==> src/rtl/pwm_duty_ramp.sv <==
// Duty-cycle sequencer for a PWM array: latches target-duty commands and ramps each
// channel's live duty toward its target only at PWM period boundaries.
// Optional feature macro: DUTY_RAMP_BYPASS_EN adds cmd_bypass (jump straight to target).
module pwm_duty_ramp #(
  parameter int unsigned NCH  = 4,
  parameter int unsigned STEP = 1,
  parameter int unsigned DIV  = 1
) (
  input  logic             clk,
  input  logic             rst_n,
  input  logic             cmd_valid,
  output logic             cmd_ready,
  input  logic [2:0]       cmd_ch,
  input  logic [7:0]       cmd_duty,
`ifdef DUTY_RAMP_BYPASS_EN
  input  logic             cmd_bypass,
`endif
  output logic [8*NCH-1:0] duty_out,
  output logic [NCH-1:0]   ramp_busy,
  output logic             period_end
);

  localparam int unsigned DW       = 8;
  localparam int unsigned CHW      = 3;
  localparam int unsigned DIVW     = 16;
  localparam logic [DIVW-1:0] DIV_LAST = DIVW'(DIV - 1);
  localparam logic [DW-1:0]   STEP_B   = DW'(STEP);

  typedef struct packed {
`ifdef DUTY_RAMP_BYPASS_EN
    logic           bypass;
`endif
    logic [CHW-1:0] ch;
    logic [DW-1:0]  duty;
  } hold_t;

  logic [DW-1:0]   r_phase;
  logic [DIVW-1:0] r_div_cnt;
  logic [DW-1:0]   r_target [NCH];
  logic [DW-1:0]   r_live   [NCH];
  logic            r_hold_vld;
  hold_t           r_hold;

  logic            w_ramp_tick;
  logic            w_apply;
  logic            w_accept;
  hold_t           w_cmd;
  logic [DW-1:0]   w_target_nxt [NCH];
  logic [DW-1:0]   w_live_nxt   [NCH];

  // One bounded ramp step; 9-bit compares keep it from overshooting or wrapping.
  function automatic logic [DW-1:0] f_ramp(input logic [DW-1:0] live,
                                           input logic [DW-1:0] target);
    logic [DW:0] w_up;
    f_ramp = live;
    w_up   = {1'b0, live} + {1'b0, STEP_B};
    if (live < target) begin
      if (w_up >= {1'b0, target}) f_ramp = target;
      else                        f_ramp = w_up[DW-1:0];
    end else if (live > target) begin
      if ({1'b0, live} <= ({1'b0, target} + {1'b0, STEP_B})) f_ramp = target;
      else                                                   f_ramp = live - STEP_B;
    end
  endfunction

  // Handshake, period boundary and ramp-tick decode
  always_comb begin
    period_end  = (r_phase == 8'hFF);
    w_ramp_tick = period_end && (r_div_cnt == DIV_LAST);
    w_apply     = period_end && r_hold_vld;
    cmd_ready   = !r_hold_vld;
    w_accept    = cmd_valid && !r_hold_vld;
    w_cmd       = '0;
    w_cmd.ch    = cmd_ch;
    w_cmd.duty  = cmd_duty;
`ifdef DUTY_RAMP_BYPASS_EN
    w_cmd.bypass = cmd_bypass;
`endif
  end

  // Next target/live per channel; the ramp uses the pre-update target
  always_comb begin
    for (int i = 0; i < NCH; i++) begin
      w_target_nxt[i] = r_target[i];
      w_live_nxt[i]   = r_live[i];
      if (w_ramp_tick) w_live_nxt[i] = f_ramp(r_live[i], r_target[i]);
      if (w_apply && (r_hold.ch == CHW'(i))) begin
        w_target_nxt[i] = r_hold.duty;
`ifdef DUTY_RAMP_BYPASS_EN
        if (r_hold.bypass) w_live_nxt[i] = r_hold.duty;
`endif
      end
    end
  end

  always_comb begin
    duty_out  = '0;
    ramp_busy = '0;
    for (int i = 0; i < NCH; i++) begin
      duty_out[DW*i +: DW] = r_live[i];
      ramp_busy[i]         = (r_live[i] != r_target[i]);
    end
  end

  always_ff @(posedge clk or negedge rst_n) begin
    if (!rst_n) begin
      r_phase    <= '0;
      r_div_cnt  <= '0;
      r_hold_vld <= 1'b0;
      r_hold     <= '0;
      for (int i = 0; i < NCH; i++) begin
        r_target[i] <= '0;
        r_live[i]   <= '0;
      end
    end else begin
      r_phase <= r_phase + 8'd1;
      if (period_end) begin
        if (r_div_cnt == DIV_LAST) r_div_cnt <= '0;
        else                       r_div_cnt <= r_div_cnt + DIVW'(1);
      end
      if (w_apply) begin
        r_hold_vld <= 1'b0;
      end else if (w_accept) begin
        r_hold_vld <= 1'b1;
        r_hold     <= w_cmd;
      end
      for (int i = 0; i < NCH; i++) begin
        r_target[i] <= w_target_nxt[i];
        r_live[i]   <= w_live_nxt[i];
      end
    end
  end

endmodule

==> config.mk <==
export PLATFORM = sky130hd
export DESIGN_NAME = pwm_duty_ramp
export DESIGN_NICKNAME = d
export VERILOG_FILES = /design/src/rtl/pwm_duty_ramp.sv
export SDC_FILE = /design/constraint.sdc
export NUM_CORES = 1
export LEC_CHECK = 0
export CAP_MARGIN = 20
export CORE_MARGIN = 10
export CORE_UTILIZATION = 66
export CTS_CLUSTER_SIZE = 8
export DETAILED_ROUTE_END_ITERATION = 8
export GPL_TIMING_DRIVEN = 0
export PLACE_DENSITY = 0.91
export SYNTH_ARGS = -nofsm -noshare
export SYNTH_HDL_FRONTEND = slang
export SYNTH_SLANG_ARGS = --single-unit
==> constraint.sdc <==
create_clock -name clk -period 6.53 [get_ports clk]
set_clock_uncertainty 0.15 [all_clocks]
set_input_delay 1.959 -clock clk [delete_from_list [all_inputs] [get_ports clk]]
set_output_delay 1.959 -clock clk [all_outputs]
set_load 0.02 [all_outputs]
# Word level (Yosys, flattened, before mapping)
# Cells that the tools add are included.
# Widths: inputs -> output; s select.
dict set report totals {
  reg_bits 100
  latchBits 0
  ramBits 0
  mem_bits_ro 0
  in_bits 14
  output_inout_bits 38
  elab_cells 91
  mem_count 0
}
dict set report classes {
  n_addsub 14
  multipliers 0
  n_div 0
  magnitude_cmp 16
  n_eq_ne 8
  n_shift 0
  n_mux 19
  n_bitwise 1
  n_reduce_logical 20
}
# cell count
set ops {}
lappend ops {{$mux 8} 16}
lappend ops {{$add 8x1->9 const B} 8}
lappend ops {{$ge 9x8->1} 4}
lappend ops {{$le 8x9->1} 4}
lappend ops {{$gt 8x8->1} 4}
lappend ops {{$lt 8x8->1} 4}
lappend ops {{$ne 8x8->1} 4}
lappend ops {{$sub 8x1->8 const B} 4}
lappend ops {{$add 16x1->16 const B} 1}
lappend ops {{$logic_not 16->1} 1}
lappend ops {{$mux 16} 1}
lappend ops {{$reduce_and 2->1} 5}
lappend ops {{$reduce_bool 2->1} 5}
lappend ops {{$add 8x1->8 const B} 1}
lappend ops {{$eq 8x8->1 const B} 1}
lappend ops {{$logic_and 1x1->1} 7}
lappend ops {{$eq 3x2->1 const B} 2}
lappend ops {{$eq 3x1->1 const B} 1}
lappend ops {{$logic_not 3->1} 1}
lappend ops {{$mux 1} 2}
lappend ops {{$logic_not 1->1} 1}
lappend ops {{$not 1->1} 1}

# Longest topological paths before layout
dict set report depth {
  depth_word 5
  mapped_depth 14
  depth_no_buf 13
}

# Worst setup path before layout
# OpenSTA, ideal clock, no wires.
dict set report synth_path {
  path_type {register -> output}
  from {reg r_live, in the netlist duty_out[16]}
  to {out ramp_busy[2]}
  arrival_time_ns 1.795
  required_ns 4.421
  setup_slack_ns 2.626
  path_stages_with_launch 4
  n_path_buf 0
  cell_sequence {dfrtp_1 > inv_1 > ha_1 > or4b_2}
}
dict set report synth_via {
  elab_chain_len 1
}
# element line_no
set synth_rtl {}
lappend synth_rtl {{start, declared} 40} ;# logic [DW-1:0] r_live [NCH];
lappend synth_rtl {{start signal, assigned by index} 129} ;# r_live[i] <= w_live_nxt[i];
lappend synth_rtl {{$ne 8x8->1} 101} ;# ramp_busy[i] = (r_live[i] != r_target[i]);
lappend synth_rtl {{end, declared} 19} ;# output logic [NCH-1:0] ramp_busy,
# Every way passes these cells.

# Final worst setup path
# Ends and elaborated chain as after synthesis.

==> summary.txt <==
CTS
--------------------------------------------------------------------------------
Clock tree root driver cell                                            clkbuf_16
CTS H-tree depth                                                               3
CTS max path bufs                                                              2
Clock Pin Slew Worst Setup and Hold Paths                                0.07 ns
Number of buffers inserted to repair setup after CTS                           0
Post_cts resized                                                               0
Hold-fix buffer count after cts                                                0
CTS buffer count                                                               9
Clock latency at the later pin of the worst-skew pair                    0.36 ns
TritonCTS clock tree                                                       built
Sinks on the clock net                                                       100

PLACED DESIGN
--------------------------------------------------------------------------------
Placement-stage cell area                                               9150 um2
Port bufs                                                                     51
Post-placement setup slack                                               2.07 ns
HPWL reported at the end of detailed placement                           15.6 mm
GP Congestion                                                              0.931

TIMING
--------------------------------------------------------------------------------
Hold slack                                                              0.315 ns
Fin worst setup slack                                                    1.69 ns
Unrepaired setup endpoints after global routing                            false
Share of the clock period used by the worst path                           74.1%
Least-Margin Pin Slew                                                   0.846 ns
Total count of hold-check failures in the final report                         0
Min Tclk post-route                                                      4.84 ns
Count of endpoints failing setup in the final report                           0
Final max-slew violation count                                                 0
Max transition margin                                                      43.6%
Maximum achievable frequency                                             207 MHz

ROUTING
--------------------------------------------------------------------------------
Routed via count divided by cell count                                      6.28
Drt initial violations                                                       919
Routed len/inst                                                          18.0 um
Remaining antenna violation count after routing                                0
1st-pass router iterations                                                     9
Count of unresolved DRC violations after routing                               0
Total number of vias                                                       7,301
Total wire length after detailed routing                                 20.9 mm

FLOORPLANNING
--------------------------------------------------------------------------------
Total I/O pin count                                                           52
Floorplan core area                                                   12,500 um2
Num rows                                                                      41
Starting density of the core                                               67.1%
DIE WIDTH                                                                 133 um
Overall die area                                                      17,600 um2
Vertical die dimension                                                    133 um

SETUP PATH
--------------------------------------------------------------------------------
Startpoint of the worst setup timing path                           duty_out[16]$_DFFE_PN0P_
Largest stage delay on the critical path                                 0.73 ns
Data arrival time of the worst path                                      2.73 ns
Count of cells along the worst register-to-register path                      14
Critical register-to-register path startpoint                       duty_out[26]$_DFFE_PN0P_
Biggest fanout along the worst timing path                                     8
Endpoint of the worst-slack reg-to-reg timing path                  duty_out[28]$_DFFE_PN0P_
Critical path type                                                  flip-flop to primary output
Critical Path RT                                                         4.42 ns
Worst-path cell with the longest stage delay                              or4b_2
Critical Path Source Type                                              flip-flop
Cell Chain, Critical Path                                           inv_1 -> ha_1 -> or4b_2 -> clkdlybuf4s50_1
Worst R2R Setup Slack                                                    2.92 ns
Critical path endpoint category                                     primary output

LAYOUT
--------------------------------------------------------------------------------
Area Growth Syn to Fin                                                     12.4%
Total area of sequential cells                                          2500 um2
Nets                                                                       1,111
Fraction of final layout cells with drive strength greater than 1          10.7%
Final core utilization                                                     75.4%
FILL cells                                                                   911
Post-route design area                                                  9440 um2
Total inserted antenna cells                                                   0
Multi-input combinational cell area                                     5480 um2

STATUS
--------------------------------------------------------------------------------
Result of the run                                                   finished, final reports clean

SYNTH
--------------------------------------------------------------------------------
Post-synthesis instance area                                            8400 um2
Post-Synthesis Net Count                                                   1,048
Mapped Cells                                                                 923
Synth top cells by count                                            ha_1 (111), dfrtp_1 (100), inv_1 (68), nand2_1 (66), nand3_1 (61)
Flop and latch count out of synthesis                                        100
Sequential-to-total area share from yosys stat                             29.8%
Synthesized area per cell                                               9.10 um2
Number of flops mapped to enable cells by yosys                                0
Post-synth cell types                                                         78
Yosys Warn Count                                                               0
Most used DFF post-synth                                                 dfrtp_1
Main area contributors after synthesis                              dfrtp_1 (30%), ha_1 (17%), xnor2_1 (6.3%)
Most used standard cell by instance count after synthesis                   ha_1
Fraction of post-synthesis cell area in the top cell type by area          29.8%
Post-synthesis async set-or-reset flop share                                100%
Area leader, netlist                                                     dfrtp_1

GRT
--------------------------------------------------------------------------------
Via count of the first global-routing pass                                 7,096
Overall fraction of global-route tracks in use                             23.8%
Overflow left after global routing                                             0
Antenna violations before repair                                               0
First-pass GRT wire length                                               35.1 mm
Maximum number of pins on one net before global-route repair                  65

HOLD PATH
--------------------------------------------------------------------------------
Worst min-delay path startpoint                                     r_phase[0]$_DFF_PN0_
Number of instances on the worst hold path                                     1
Endpoint, Worst Hold                                                r_phase[0]$_DFF_PN0_
Worst hold path type                                                flip-flop to flip-flop

POWER
--------------------------------------------------------------------------------
Internal power component                                                  961 uW
Maximum vdd drop                                                          193 uV
Clock network fraction of design power                                     41.2%
Final Total Pwr                                                          1.29 mW
Switching power of the nets                                               325 uW
Lkg Pwr                                                                  4.38 nW
Sequential cell fraction of total power                                    54.3%
Switching Share                                                            25.2%
Power Dens Cells                                                      136 nW/um2
Combinational share of power                                                4.5%

FLOW RUN
--------------------------------------------------------------------------------
Count of maximum capacitance violations                                        0

-- placed cells by master (no fill, tap or decap), types with 9 or more instances in the layout --
master | Yosys | layout
o21ai_0 | 45 | 45
nor3_1 | 17 | 17
clkdlybuf4s50_1 | 0 | 50
and3_1 | 9 | 9
nor2_1 | 55 | 55
inv_1 | 68 | 68
o22ai_1 | 10 | 10
mux2i_1 | 15 | 15
nand4_1 | 9 | 9
ha_1 | 111 | 111
dfrtp_1 | 100 | 100
xor2_1 | 26 | 26
clkbuf_1 | 9 | 10
mux2_2 | 37 | 37
nand2_1 | 66 | 66
xnor2_1 | 60 | 60
a21oi_1 | 57 | 57
nand3_1 | 61 | 61
a211oi_1 | 12 | 12
clkbuf_16 | 0 | 9
a21o_1 | 14 | 14
buf_2 | 13 | 13
-- worst max path at each step --
| stage | cells after the start | end |
|---|---|---|
| 2_1_floorplan | 3 | ramp_busy[2] |
| 3_3_place_gp | 1 | r_div_cnt[2]$_DFFE_PN0P_ |
| 3_5_place_dp | 4 | ramp_busy[3] |
| 4_1_cts | 4 | ramp_busy[2] |
| 5_1_grt | 4 | ramp_busy[2] |
| 6_report | 4 | ramp_busy[2] |
-- power by group through the flow --
stage	clock, mW	combinational [mW]	sequential [mW]
6_report	0.530	0.0574	0.698
5_1_grt	0.566	0.0639	0.703
4_1_cts	0.538	0.0588	0.696
3_5_place_dp	0	0.0585	0.707
3_3_place_gp	0	0.0543	0.705
2_1_floorplan	0	0.0309	0.685
-- worst max-delay path: cells and delay by family, from the launching register on --
family / cells / cell delay (ns)
fa+ha+maj: 1 / 0.36
flops: 1 / 0.52
buf+inv: 2 / 0.76
simple gates: 1 / 0.73
-- sequential cells by signal (all words and copies together), names as in the netlist --
register,count
r_target,32
r_hold,11
r_phase,8
duty_out,32
r_div_cnt,16
r_hold_vld,1
-- kinds of logic (layout without fill, tap and decap cells) --
group	Yosys count	after routing	share of synthesized area [%]
adder cells (fa/ha/maj)	111	111	16.5
multiplexers	53	53	6.88
flip-flops	100	100	29.8
XOR/XNOR	86	86	8.97
buffers and inverters	97	165	4.96
AO/OA/AOI/OAI	199	199	15.2
AND/OR/NAND/NOR	277	277	17.7
-- through the flow --
stage	cells	setup TNS [ns]
finish	1163	0
global route	1163	0
CTS	1163	0
detailed placement	1147	0
global placement	1146	-43.20
floorplan	923	0
-- layer usage --
| metal | GRT usage, % | share of wire (%) | vias to the layer above |
|---|---|---|---|
| met3 | 4.88 | 6.5 | 62 |
| li1 | - | - | 3441 |
| met1 | 29.8 | 42 | 3486 |
| met4 | 9.17 | 2.7 | 0 |
| met5 | 0 | 0 | - |
| met2 | 39.2 | 48 | 312 |
-- area by class of cell --
cell class | instances | share of cell area [%]
clock buffers | 12 | 2.72
multi-input cells | 726 | 58.1
inverters | 69 | 2.76
clock inverters | 4 | 0.345
plain buffers | 28 | 1.66
repair buffers | 52 | 5.67
flip-flops and latches | 100 | 26.5
well taps | 172 | 2.28
Note: power is estimated with default switching activity, not from simulation.
